--- config.mk ---
export PLATFORM = sky130hd
export DESIGN_NAME = e_int_narrow
export DESIGN_NICKNAME = d
export VERILOG_FILES = /design/src/rtl/e_int_narrow.sv
export SDC_FILE = /design/constraint.sdc
export NUM_CORES = 1
export LEC_CHECK = 0
export CORE_MARGIN = 2
export CORE_UTILIZATION = 52
export CTS_CLUSTER_SIZE = 40
export DETAILED_ROUTE_END_ITERATION = 8
export PLACE_DENSITY_LB_ADDON = 0.15
export SYNTH_ARGS = -nofsm -noshare
export SYNTH_HDL_FRONTEND = slang
export SYNTH_SLANG_ARGS = --single-unit
--- constraint.sdc ---
create_clock -name _i_clk -period 2.9 [get_ports _i_clk]
set_input_delay 0.58 -clock _i_clk [delete_from_list [all_inputs] [get_ports _i_clk]]
set_output_delay 0.58 -clock _i_clk [all_outputs]
set_load 0.01 [all_outputs]
--- src/rtl/e_int_narrow.sv ---
`timescale 1ns/1ps
// Two-stage pipelined signed integer narrowing with ready/valid flow control.
// Converts IN_W-bit values to OUT_W bits by truncation or saturation and counts overflows.
module e_int_narrow #(
    parameter int IN_W  = 16,
    parameter int OUT_W = 8
) (
    input  logic              _i_clk,
    input  logic              _i_rst_n,
    input  logic              _i_in_valid,
    input  logic [IN_W-1:0]   _i_in_data,
    input  logic              _i_mode,
    input  logic              _i_out_ready,
    input  logic              _i_clr_count,
    output logic [OUT_W+10:0] __output
);

    localparam logic [7:0]       CNT_MAX = 8'hFF;
    localparam logic [OUT_W-1:0] SAT_POS = {1'b0, {(OUT_W-1){1'b1}}};
    localparam logic [OUT_W-1:0] SAT_NEG = {1'b1, {(OUT_W-1){1'b0}}};

    logic              r_s1_valid;
    logic [IN_W-1:0]   r_s1_data;
    logic              r_s1_mode;
    logic              r_s2_valid;
    logic [OUT_W-1:0]  r_s2_data;
    logic              r_s2_ovf;
    logic [7:0]        r_ovf_count;

    logic              w_s2_adv;
    logic              w_s1_adv;
    logic              w_in_ready;
    logic              w_accept;
    logic              w_xfer;
    logic [IN_W-OUT_W:0] w_upper;
    logic              w_fits;
    logic [OUT_W-1:0]  w_conv_data;
    logic              w_conv_ovf;

    assign w_xfer     = r_s2_valid && _i_out_ready;
    assign w_s2_adv   = !r_s2_valid || _i_out_ready;
    assign w_s1_adv   = r_s1_valid && w_s2_adv;
    assign w_in_ready = !r_s1_valid || w_s1_adv;
    assign w_accept   = _i_in_valid && w_in_ready;

    // The value fits iff every bit from the output sign bit upward is a copy of it.
    assign w_upper = r_s1_data[IN_W-1:OUT_W-1];
    assign w_fits  = (&w_upper) || !(|w_upper);

    always_comb begin
        // NOTE: defaults first so every path assigns every output -- no latch inferred.
        w_conv_data = r_s1_data[OUT_W-1:0];
        w_conv_ovf  = !w_fits;
        if (r_s1_mode && !w_fits) begin
            w_conv_data = r_s1_data[IN_W-1] ? SAT_NEG : SAT_POS;
        end
    end

    // NOTE: data registers are reset too, so nothing from before reset can leak out later.
    always_ff @(posedge _i_clk or negedge _i_rst_n) begin
        if (!_i_rst_n) begin
            r_s1_valid <= 1'b0;
            r_s1_data  <= '0;
            r_s1_mode  <= 1'b0;
        end else if (w_in_ready) begin
            r_s1_valid <= _i_in_valid;
            if (w_accept) begin
                r_s1_data <= _i_in_data;
                r_s1_mode <= _i_mode;
            end
        end
    end

    always_ff @(posedge _i_clk or negedge _i_rst_n) begin
        if (!_i_rst_n) begin
            r_s2_valid <= 1'b0;
            r_s2_data  <= '0;
            r_s2_ovf   <= 1'b0;
        end else if (w_s2_adv) begin
            r_s2_valid <= r_s1_valid;
            r_s2_data  <= w_conv_data;
            r_s2_ovf   <= w_conv_ovf;
        end
    end

    // Clear wins over a simultaneous increment; the count sticks at its maximum.
    always_ff @(posedge _i_clk or negedge _i_rst_n) begin
        if (!_i_rst_n) begin
            r_ovf_count <= '0;
        end else if (_i_clr_count) begin
            r_ovf_count <= '0;
        end else if (w_xfer && r_s2_ovf && (r_ovf_count != CNT_MAX)) begin
            r_ovf_count <= r_ovf_count + 8'd1;
        end
    end

    assign __output = {r_s2_valid,
                       w_in_ready,
                       r_s2_valid ? r_s2_data : {OUT_W{1'b0}},
                       r_s2_valid & r_s2_ovf,
                       r_ovf_count};

endmodule

==> impl_metrics.prom <==
# TYPE chip_impl_metric gauge
chip_impl_info{name="rr_endpoint",value="r_s2_data[6]$_DFFE_PN0P_"} 1
chip_impl_metric{name="synthesis.area",unit="mm^2"} 0.00163
chip_impl_metric{name="synth_cell_types",unit=""} 36
chip_impl_metric{name="die_h",unit="um"} 60.0
chip_impl_info{name="synth_top_area_cell",value="sky130_fd_sc_hd__dfrtp_1"} 1
chip_impl_metric{name="grt_overflow_total",unit=""} 0
chip_impl_metric{name="fin_worst_hold_slack",unit="ps"} 490
chip_impl_info{name="setup.worst_path.end_class",value="output pin"} 1
chip_impl_metric{name="ys_seq_elements",unit=""} 36
chip_impl_metric{name="clock_power_share",unit="%"} 23.7
chip_impl_metric{name="grt_usage",unit="%"} 19.8
chip_impl_metric{name="layout.area.seq",unit="um^2"} 901
chip_impl_metric{name="antenna_violating_nets_post_route",unit=""} 0
chip_impl_metric{name="share_of_the_cycle_needed_by_the_critical_path_after_routing",unit="%"} 84.0
chip_impl_metric{name="r2r_cells",unit=""} 3
chip_impl_metric{name="yosys.area.top_type_share",unit="%"} 55.3
chip_impl_metric{name="worst-endpoint-required",unit="ps"} 2320
chip_impl_metric{name="effective_utilization_at_floorplan",unit="%"} 53.8
chip_impl_metric{name="worst-r2r-setup-slack",unit="ps"} 1220
chip_impl_metric{name="swShare",unit="%"} 26.3
chip_impl_metric{name="clk_path_buf_depth",unit=""} 2
chip_impl_info{name="layout.cells.most_common_list",value="sky130_fd_sc_hd__clkdlybuf4s50_1, sky130_fd_sc_hd__dfrtp_1, sky130_fd_sc_hd__mux2_2"} 1
chip_impl_metric{name="numCtsBuffers",unit=""} 5
chip_impl_metric{name="detail_route.drc_violations",unit=""} 0
chip_impl_metric{name="timing_worst_slew_pin_value",unit="ps"} 629
chip_impl_metric{name="route.detailed.vias_per_inst",unit=""} 5.39
chip_impl_metric{name="max-slew-margin-rel",unit="%"} 58.0
chip_impl_info{name="status",value="finished clean"} 1
chip_impl_metric{name="post_route_cells_drive_above_1_share",unit="%"} 19.8
chip_impl_metric{name="drtIter0Drc",unit=""} 82
chip_impl_metric{name="design.die.area",unit="mm^2"} 0.00360
chip_impl_metric{name="fin_nets",unit=""} 194
chip_impl_metric{name="grt_util_met1",unit="%"} 23.0
chip_impl_metric{name="post_drt_wl_per_cell",unit="um"} 13.8
chip_impl_metric{name="synth_warnings",unit=""} 0
chip_impl_metric{name="syn2layout_area_growth",unit="%"} 30.1
chip_impl_metric{name="num-fill-cells",unit=""} 222
chip_impl_metric{name="vias",unit=""} 1164
chip_impl_metric{name="grt_pass1_wl",unit="um"} 5090
chip_impl_metric{name="intPower",unit="uW"} 848
chip_impl_info{name="yosys-top-cells-area",value="sky130_fd_sc_hd__dfrtp_1, sky130_fd_sc_hd__mux2_2, sky130_fd_sc_hd__o221a_1, sky130_fd_sc_hd__and2_1, sky130_fd_sc_hd__nor2_1"} 1
chip_impl_metric{name="coreArea",unit="mm^2"} 0.00303
chip_impl_metric{name="power-per-cell-area",unit="mW/mm^2"} 543
chip_impl_metric{name="floorplan.rows",unit=""} 20
chip_impl_info{name="cts_tree",value="built"} 1
chip_impl_metric{name="power.combinational.fraction",unit="%"} 22.6
chip_impl_metric{name="switching_power",unit="uW"} 302
chip_impl_metric{name="fp.dieW",unit="um"} 60.0
chip_impl_metric{name="setup_viol_count_final",unit=""} 0
chip_impl_metric{name="static_leak",unit="uW"} 0.000865
chip_impl_metric{name="netlist_instances",unit=""} 128
chip_impl_metric{name="clk_pin_slew",unit="ps"} 90
chip_impl_info{name="critPathLaunchType",value="input pin"} 1
chip_impl_metric{name="seq_power_share",unit="%"} 53.7
chip_impl_info{name="holdCritPathClass",value="flop to flop"} 1
chip_impl_metric{name="via_count_of_the_first_global_routing_pass",unit=""} 1122
chip_impl_metric{name="part_of_the_yosys_area_used_for_sequential_elements",unit="%"} 55.3
chip_impl_metric{name="ctsHoldBuffers",unit=""} 0
chip_impl_metric{name="drt-total-wl",unit="um"} 2970
chip_impl_metric{name="cts_sinks",unit=""} 36
chip_impl_metric{name="finalPower",unit="uW"} 1150
chip_impl_metric{name="multiInputGateArea",unit="um^2"} 683
chip_impl_info{name="worst_setup_endpoint",value="__output[17]"} 1
chip_impl_metric{name="grt_antenna_before_repair",unit=""} 0
chip_impl_metric{name="antenna_cells",unit=""} 0
chip_impl_metric{name="final.min_clock_period",unit="ps"} 2440
chip_impl_metric{name="vdd_drop_max",unit="V"} 0.000353
chip_impl_info{name="timing_worst_setup_path_type",value="input pin to output pin"} 1
chip_impl_metric{name="grtUsageMet3",unit="%"} 7.14
chip_impl_metric{name="drv_slew",unit=""} 0
chip_impl_info{name="grt.busiest_layer",value="met2"} 1
chip_impl_metric{name="clk-insertion-delay-late",unit="ps"} 340
chip_impl_metric{name="cts_htree_levels",unit=""} 2
chip_impl_metric{name="critical_path.max_fanout",unit=""} 4
chip_impl_info{name="grt_setup_unrepaired",value="no"} 1
chip_impl_metric{name="hold_violations",unit=""} 0
chip_impl_metric{name="crit_path_dat",unit="ps"} 1860
chip_impl_metric{name="detailed_placer_s_ending_hpwl",unit="um"} 2190
chip_impl_metric{name="timing.clock.skew",unit="ps"} 7.06
chip_impl_metric{name="place.gp.congestion",unit=""} 0.782
chip_impl_metric{name="post-cts-setup-buffers",unit=""} 0
chip_impl_info{name="cts_root_buf",value="sky130_fd_sc_hd__clkbuf_4"} 1
chip_impl_info{name="most_common_library_cell_in_the_layout_ignoring_fill_and_taps",value="sky130_fd_sc_hd__clkdlybuf4s50_1"} 1
chip_impl_metric{name="grt_start_max_net_pins",unit=""} 37
chip_impl_metric{name="clock.fmax",unit="MHz"} 411
chip_impl_metric{name="fin_tns_setup",unit="ps"} 0
chip_impl_metric{name="drv.max_cap_violation_count",unit=""} 0
chip_impl_info{name="reg2reg_from",value="r_s2_valid$_DFFE_PN0P_"} 1
chip_impl_metric{name="boundaryPins",unit=""} 41
chip_impl_metric{name="routing_usage_on_met2",unit="%"} 32.9
chip_impl_info{name="timing.critical_path.from",value="_i_out_ready"} 1
chip_impl_metric{name="detail_route.first_pass.iterations",unit=""} 4
chip_impl_metric{name="port_buffers",unit=""} 40
chip_impl_metric{name="ctsResizeCount",unit=""} 0
chip_impl_metric{name="postSynthNetCount",unit=""} 151
chip_impl_metric{name="synth_area_per_inst",unit="um^2"} 12.7
==> flip-flops by register name, summed over array words and instances (netlist names) <==
register,cells
r_s1_valid,1
r_s2_ovf,1
r_s1_mode,1
r_s2_data,8
r_s2_valid,1
r_ovf_count,8
r_s1_data,16
==> final cells by class <==
cell class | count | share of cell area [%]
clock buffer | 6 | 2.42
clock inverter | 2 | 0.472
inverter | 1 | 0.177
multi-input combinational | 85 | 32.2
sequential | 36 | 42.5
tap | 44 | 2.60
timing repair buffer | 42 | 19.6
==> how the worst min path moves through the flow <==
stage / startpoint / endpoint / depth (start not counted)
final: r_s1_valid$_DFFE_PN0P_ / r_s2_valid$_DFFE_PN0P_ / 1
after global routing: r_s1_valid$_DFFE_PN0P_ / r_s2_valid$_DFFE_PN0P_ / 1
after CTS: r_s1_valid$_DFFE_PN0P_ / r_s2_valid$_DFFE_PN0P_ / 1
after detailed placement: r_s1_valid$_DFFE_PN0P_ / r_s2_valid$_DFFE_PN0P_ / 1
after global placement: r_s1_valid$_DFFE_PN0P_ / r_s2_valid$_DFFE_PN0P_ / 1
after floorplan: _i_rst_n / r_ovf_count[0]$_DFFE_PN0P_ / 0
==> routing by layer <==
layer  routed length, um  up-vias
met3                 234        6
li1                    -      561
met5                   0        -
met1                1240      558
met4                  53        0
met2                1440       39
==> metrics by stage <==
| step | std cells | area (um^2) | util (%) | setup WS [ps] |
|---|---|---|---|---|
| after floorplan | 128 | 1630 | - | 1260 |
| after global placement | 208 | 2060 | 68.0 | 539 |
| after detailed placement | 208 | 2060 | 68.0 | 459 |
| after CTS | 216 | 2120 | 70.0 | 454 |
| after global routing | 216 | 2120 | 70.0 | 411 |
| final | 216 | 2120 | 70.0 | 464 |
==> power by group through the flow <==
stage | clock (uW) | combinational, uW | sequential (uW)
floorplan | 0 | 148 | 613
global placement | 0 | 255 | 622
detailed placement | 0 | 264 | 628
CTS | 286 | 264 | 617
global route | 313 | 285 | 626
finish | 273 | 260 | 617
==> synth_stat cells <==
library cell                instances
sky130_fd_sc_hd__nor3_1             3
sky130_fd_sc_hd__mux2_2            19
sky130_fd_sc_hd__nand2_1            2
sky130_fd_sc_hd__clkbuf_1           1
sky130_fd_sc_hd__a211oi_1           2
sky130_fd_sc_hd__ha_1               1
sky130_fd_sc_hd__buf_1              1
sky130_fd_sc_hd__o21ai_2            1
sky130_fd_sc_hd__and2b_1            1
sky130_fd_sc_hd__nand2_2            1
sky130_fd_sc_hd__and3_1             1
sky130_fd_sc_hd__inv_1              1
sky130_fd_sc_hd__a31oi_1            3
sky130_fd_sc_hd__buf_6              1
sky130_fd_sc_hd__or4_4              2
sky130_fd_sc_hd__xor2_1             1
sky130_fd_sc_hd__o2111ai_1          1
sky130_fd_sc_hd__o211ai_1           1
sky130_fd_sc_hd__a21oi_1            4
sky130_fd_sc_hd__nand4_1            4
sky130_fd_sc_hd__nor2_1             7
sky130_fd_sc_hd__nand2b_1           2
sky130_fd_sc_hd__and2_1             9
sky130_fd_sc_hd__mux2i_1            2
sky130_fd_sc_hd__o221a_1            7
sky130_fd_sc_hd__o21bai_1           1
sky130_fd_sc_hd__and4b_1            1
sky130_fd_sc_hd__nor2b_1            1
sky130_fd_sc_hd__nand3b_1           1
sky130_fd_sc_hd__or2b_2             1
sky130_fd_sc_hd__nor4b_1            1
sky130_fd_sc_hd__dfrtp_1           36
sky130_fd_sc_hd__buf_4              3
sky130_fd_sc_hd__nand3_1            2
sky130_fd_sc_hd__xnor2_1            1
sky130_fd_sc_hd__and4_1             2
==> critical path: stages <==
cell                              delay [ps]
sky130_fd_sc_hd__clkdlybuf4s50_1         540
sky130_fd_sc_hd__nand3b_1                170
sky130_fd_sc_hd__clkdlybuf4s50_1         560
==> logic make-up (layout without fill, tap and decap cells) <==
| logic type | Yosys count | in the layout | share of synthesized area [%] |
|---|---|---|---|
| compound gates | 20 | 20 | 10.1 |
| xor+xnor | 2 | 2 | 1.08 |
| mux | 21 | 21 | 14.4 |
| flops | 36 | 36 | 55.3 |
| fa+ha+maj | 1 | 1 | 0.768 |
| buf+inv | 7 | 51 | 2.76 |
| simple gates | 41 | 41 | 15.6 |
Power figures use the tool's default switching activity.
==> RTL edit 1, RTL diff (same settings) <==
`OUT_W`: 8 -> 6.
--- a/src/rtl/e_int_narrow.sv
+++ b/src/rtl/e_int_narrow.sv
@@ -3,7 +3,7 @@
 // Converts IN_W-bit values to OUT_W bits by truncation or saturation and counts overflows.
 module e_int_narrow #(
     parameter int IN_W  = 16,
-    parameter int OUT_W = 8
+    parameter int OUT_W = 6
 ) (
     input  logic              _i_clk,
     input  logic              _i_rst_n,
Interface: changed (resized __output); port bits go from 41 to 39. The function was not compared with the original's and may differ.
==> RTL edit 1 against the original RTL <==
Area after synthesis down 1.4%; utilization is 2.0 points lower; setup slack worse by 0.17 ns; clock power barely moved; sequential cell count shrank 2; clock skew rose by 0.0085 ns; power down 5.7%; final cell count is 2.8% lower; final area is 3.6% lower; wire length increased by 4.2%; critical endpoint is now __output[15].
==> RTL edit 1: results (changes against the original RTL) <==
Worst hold path:
- In this run the most critical hold path is launched from r_s1_data[0].

Finish:
- The area used by sequential logic in the layout was 851 sq um (-5.6%).
- The largest registers in the layout are r_s1_data x16, r_ovf_count x8, r_s2_data x6.
- The number of non-filler instances in the completed layout was 210 (-2.8%).
- The fraction of layout instances using a drive strength above 1 is 18.1% (-1.7 points).
- The count of filler cells inserted in the layout is 240 (+8.1%).
- The net count reported at finish was 199 (+2.6%).

Detailed routing:
- The length of the first detailed-routing pass in iterations is 4 (unchanged).
- The sum of routed wire length over all layers came to 3.10 mm (+4.2%).
- The number of violations reported at the end of detailed-routing iteration 0 is 67 (-18%).
- The per-cell via count in the routed design is 5.66 (+5.1%).

Synth:
- The share of synthesized cell area in full adder, half adder and majority cells is 0.779% (+0.011 points).
- The number of warning messages in the yosys log was 0 (unchanged).
- The xor and xnor area share after synthesis is 0.545% (-0.53 points).
- The fraction of synthesized area in multiplexers is 12.5% (-1.8 points).
- The post-synthesis area per instance is 11.7 sq um (-7.9%).
- Counting instances in the post-synthesis netlist gives the leading cell types as dfrtp_1, mux2_2, o31ai_1, and2_1, nor2_1.
- The count of cell types in the netlist came to 35 (-2.8%).
- The share of the synthesized area in compound gates (AO/OA/AOI/OAI) came to 11.2% (+1.1 points).
- The share of synthesized area occupied by flip-flops and latches is 53.0% (-2.3 points).
- Ranked by total cell area, the synthesized netlist is headed by dfrtp_1, mux2_2, o31ai_1, and2_1, a31oi_1.
- The net count after synthesis came to 160 (+6.0%).

GRT:
- The number of global-route vias before repair came to 1183 (+5.4%).
- The total global routing track utilization is 20.1% (+0.23 points).
- The pin count of the biggest net entering global routing is 35 (-5.4%).
- The global-route wire length before repair is 5.20 mm (+2.3%).

Power and ir drop:
- The highest ir drop seen on vdd is 0.255 mV (-28%).
- The leakage dissipation came to 0.834 nW (-3.6%).

Critical path:
- The endpoint arrival time on the critical path was 2.03 ns (+0.17 ns).
- The beginning of the worst register-to-register path is r_ovf_count[0].
- The delay of the slowest critical-path stage is 0.54 ns (-0.02 ns).
- Tracing the worst setup path back leads to its startpoint at _i_out_ready.

STA:
- The setup skew after layout is 0.0155 ns (+0.00847 ns).
- The maximum clock frequency was 0.383 GHz (-6.6%).
- The worst-case headroom to the max-slew limit is 71.4% (+13 points).

Place:
- The count of buffers from port buffering came to 38 (-5.0%).
- The instance area at placement is 0.00198 sq mm (-3.6%).
- The final weighted congestion in routability-driven placement is 0.726 (-7.1%).
- The half-perimeter wire length after detailed placement came to 2.29 mm (+4.2%).

Outcome:
- The flow ran to the end, and the final reports show no timing, DRC or antenna violations.
## RTL edit 1: cell types whose count changed after synthesis, sizes merged, moves of 3 or more
cell / unedited run / this run
nand3: 2 / 7
o21ai: 1 / 4
o221a: 7 / 0
o31ai: 0 / 8
or3: 0 / 3
## RTL edit 1: path summary, 6_finish.rpt
kind | to | slack (ns) | depth (start not counted)
max in group asynchronous | r_s2_valid | 1.94 | 2
min reg2reg | r_s1_data[0] | 0.53 | 1
min | r_s1_data[0] | 0.53 | 1
max reg2reg | r_ovf_count[7] | 1.23 | 5
max | __output[15] | 0.29 | 4
min in group asynchronous | r_ovf_count[3] | 0.64 | 2
## RTL edit 1: final cells by class
| cell class | count | area share, % |
|---|---|---|
| clock inverters | 1 | 0.245 |
| repair buffers | 39 | 19.0 |
| flip-flops and latches | 34 | 41.6 |
| well taps | 33 | 2.02 |
| inverters | 3 | 0.551 |
| clock buffers | 7 | 2.69 |
| multi-input cells | 93 | 33.9 |
## RTL edit 1: stage by stage
step	hold WS [ns]	worst slack, ns
6_report	0.527	0.291
5_1_grt	0.536	0.244
4_1_cts	0.533	0.295
3_5_place_dp	0.505	0.301
3_3_place_gp	0.484	0.380
2_1_floorplan	0.284	1.26
## RTL edit 1: cell families (layout without fill, tap and decap cells)
logic type,count (synthesis),in the layout
AND/OR/NAND/NOR,47,47
multiplexers,18,18
buffers and inverters,10,50
adder cells (fa/ha/maj),1,1
flip-flops,34,34
AO/OA/AOI/OAI,26,26
XOR/XNOR,1,1
## RTL edit 1: metal layers
metal  part of all wire, %  vias to the layer above  global-route usage, %
met4                   2.6                        0                   9.52
met1                    44                      562                   23.4
met5                     0                        -                      0
li1                      -                      585                      -
met2                    48                       33                   33.1
met3                   5.3                        9                   6.77
## RTL edit 1: report_power, final
group	internal, mW	switching [mW]	leakage [nW]
Combinational	0.140	0.0947	0.388
Clock	0.117	0.156	0.0353
Sequential	0.534	0.0433	0.410
Total	0.791	0.294	0.834
## RTL edit 1: critical path: cells and delay by family
| kind | cells | cell delay, ns |
|---|---|---|
| buffers and inverters | 2 | 1.08 |
| and+or+nand+nor | 2 | 0.36 |
==> RTL edit 2, RTL diff (same settings) <==
Made on the original files. Make the reset (`_i_rst_n`) synchronous in 3 clocked blocks.
--- a/src/rtl/e_int_narrow.sv
+++ b/src/rtl/e_int_narrow.sv
@@ -57,7 +57,7 @@
     end
 
     // NOTE: data registers are reset too, so nothing from before reset can leak out later.
-    always_ff @(posedge _i_clk or negedge _i_rst_n) begin
+    always_ff @(posedge _i_clk) begin
         if (!_i_rst_n) begin
             r_s1_valid <= 1'b0;
             r_s1_data  <= '0;
@@ -71,7 +71,7 @@
         end
     end
 
-    always_ff @(posedge _i_clk or negedge _i_rst_n) begin
+    always_ff @(posedge _i_clk) begin
         if (!_i_rst_n) begin
             r_s2_valid <= 1'b0;
             r_s2_data  <= '0;
@@ -84,7 +84,7 @@
     end
 
     // Clear wins over a simultaneous increment; the count sticks at its maximum.
-    always_ff @(posedge _i_clk or negedge _i_rst_n) begin
+    always_ff @(posedge _i_clk) begin
         if (!_i_rst_n) begin
             r_ovf_count <= '0;
         end else if (_i_clr_count) begin
Function: differs if _i_rst_n is asserted again (counterexample within 4 cycles, from zero or initial values and one cycle with _i_rst_n low); with _i_rst_n held inactive, the same outputs for 10 cycles.
==> RTL edit 2 against the original RTL <==
Via count up 16%; count of clock-buffer cells in the layout unchanged; sequential cell count unchanged; wire length up 8.8%; final cell count up 14%; critical path type unchanged; area after synthesis down 2.5%; final area down 3.1%; setup slack worse by 0.11 ns; non-clock buffer count down 1.
Power is not compared: it rests on default switching activity, and its combinational part moved more than twofold at a synthesized area within 25%.
==> RTL edit 2: results (changes against the original RTL) <==
Detailed routing:
- The per-cell via count in the routed design is 5.47 (+1.5%).
- The number of violations reported at the end of detailed-routing iteration 0 came to 23 (-72%).

Worst hold path:
- The path with the worst hold slack has its endpoint at r_s1_data[5].
- The worst hold path stage count was 2 (+1).

GRT:
- The total global routing track utilization is 20.7% (+0.82 points).
- The global-route wire length before repair is 5.31 mm (+4.3%).

Finish:
- The sequential cell area share is 35.1% (-7.4 points).
- The number of non-clock inverters is 2 (+1).
- The proportion of final cell area spent on non-clock buffers was 19.9% (+0.26 points).
- The number of signal-net buffers in the layout is 41 (-2.4%).
- The combined area of the multi-input logic cells was 801 sq um (+17%).

Place:
- The cell total after placement is 239 (+15%).
- The half-perimeter wire length after detailed placement is 2.35 mm (+7.2%).
- The final weighted congestion in routability-driven placement is 0.764 (-2.3%).
- The post-placement setup slack came to 0.358 ns (-0.101 ns).

Outcome:
- The flow ran to the end, and the final reports show no timing, DRC or antenna violations.

Synth:
- The number of cells produced by synthesis is 174 (+36%).
- The share of synthesized area occupied by flip-flops and latches was 45.4% (-9.9 points).
- The total standard cell area after synthesis was 0.00159 sq mm (-2.5%).
- By area the synthesized netlist is led by dfxtp_1, nand2_1, a21boi_0, o221a_2, and2_1.
- The post-synthesis async set-or-reset flop share is 0% (-100 points).

Critical path:
- The internal reg-to-reg setup slack is 1.27 ns (+0.05 ns).

STA:
- The part of the cycle the worst path needs is 87.9% (+3.9 points).
- The setup skew after layout was 0.00755 ns (+0.000489 ns).

CTS:
- The clock edge transition at the registers on the reported setup and hold paths is 0.11 ns (+0.02 ns).
==> RTL edit 2: worst reg2reg max path, delay by kind of cell (launching register included) <==
kind | cells | cell delay, ns
AO/OA/AOI/OAI | 1 | 0.24
flip-flops | 1 | 0.63
AND/OR/NAND/NOR | 2 | 0.71
==> RTL edit 2: layer usage <==
layer,part of all wire (%),up-vias,track usage [%]
met1,45,624,25.2
met3,4.0,8,6.77
met5,0,-,0
met2,49,31,32.5
li1,-,688,-
met4,2.2,0,10.4
==> RTL edit 2: cells by family after synthesis <==
group	count (synthesis)	share of synthesized area, %
compound gates	37	19.4
xor+xnor	5	2.76
fa+ha+maj	1	0.787
buf+inv	11	4.25
flops	36	45.4
mux	2	1.26
simple gates	82	26.1
==> RTL edit 2: stage by stage <==
stage / hold WS (ns) / power, mW
finish: 0.464 / 0.982
CTS: 0.464 / 0.992
detailed placement: 0.449 / 0.655
global route: 0.489 / 1.03
global placement: 0.445 / 0.650
floorplan: 0.435 / 0.605
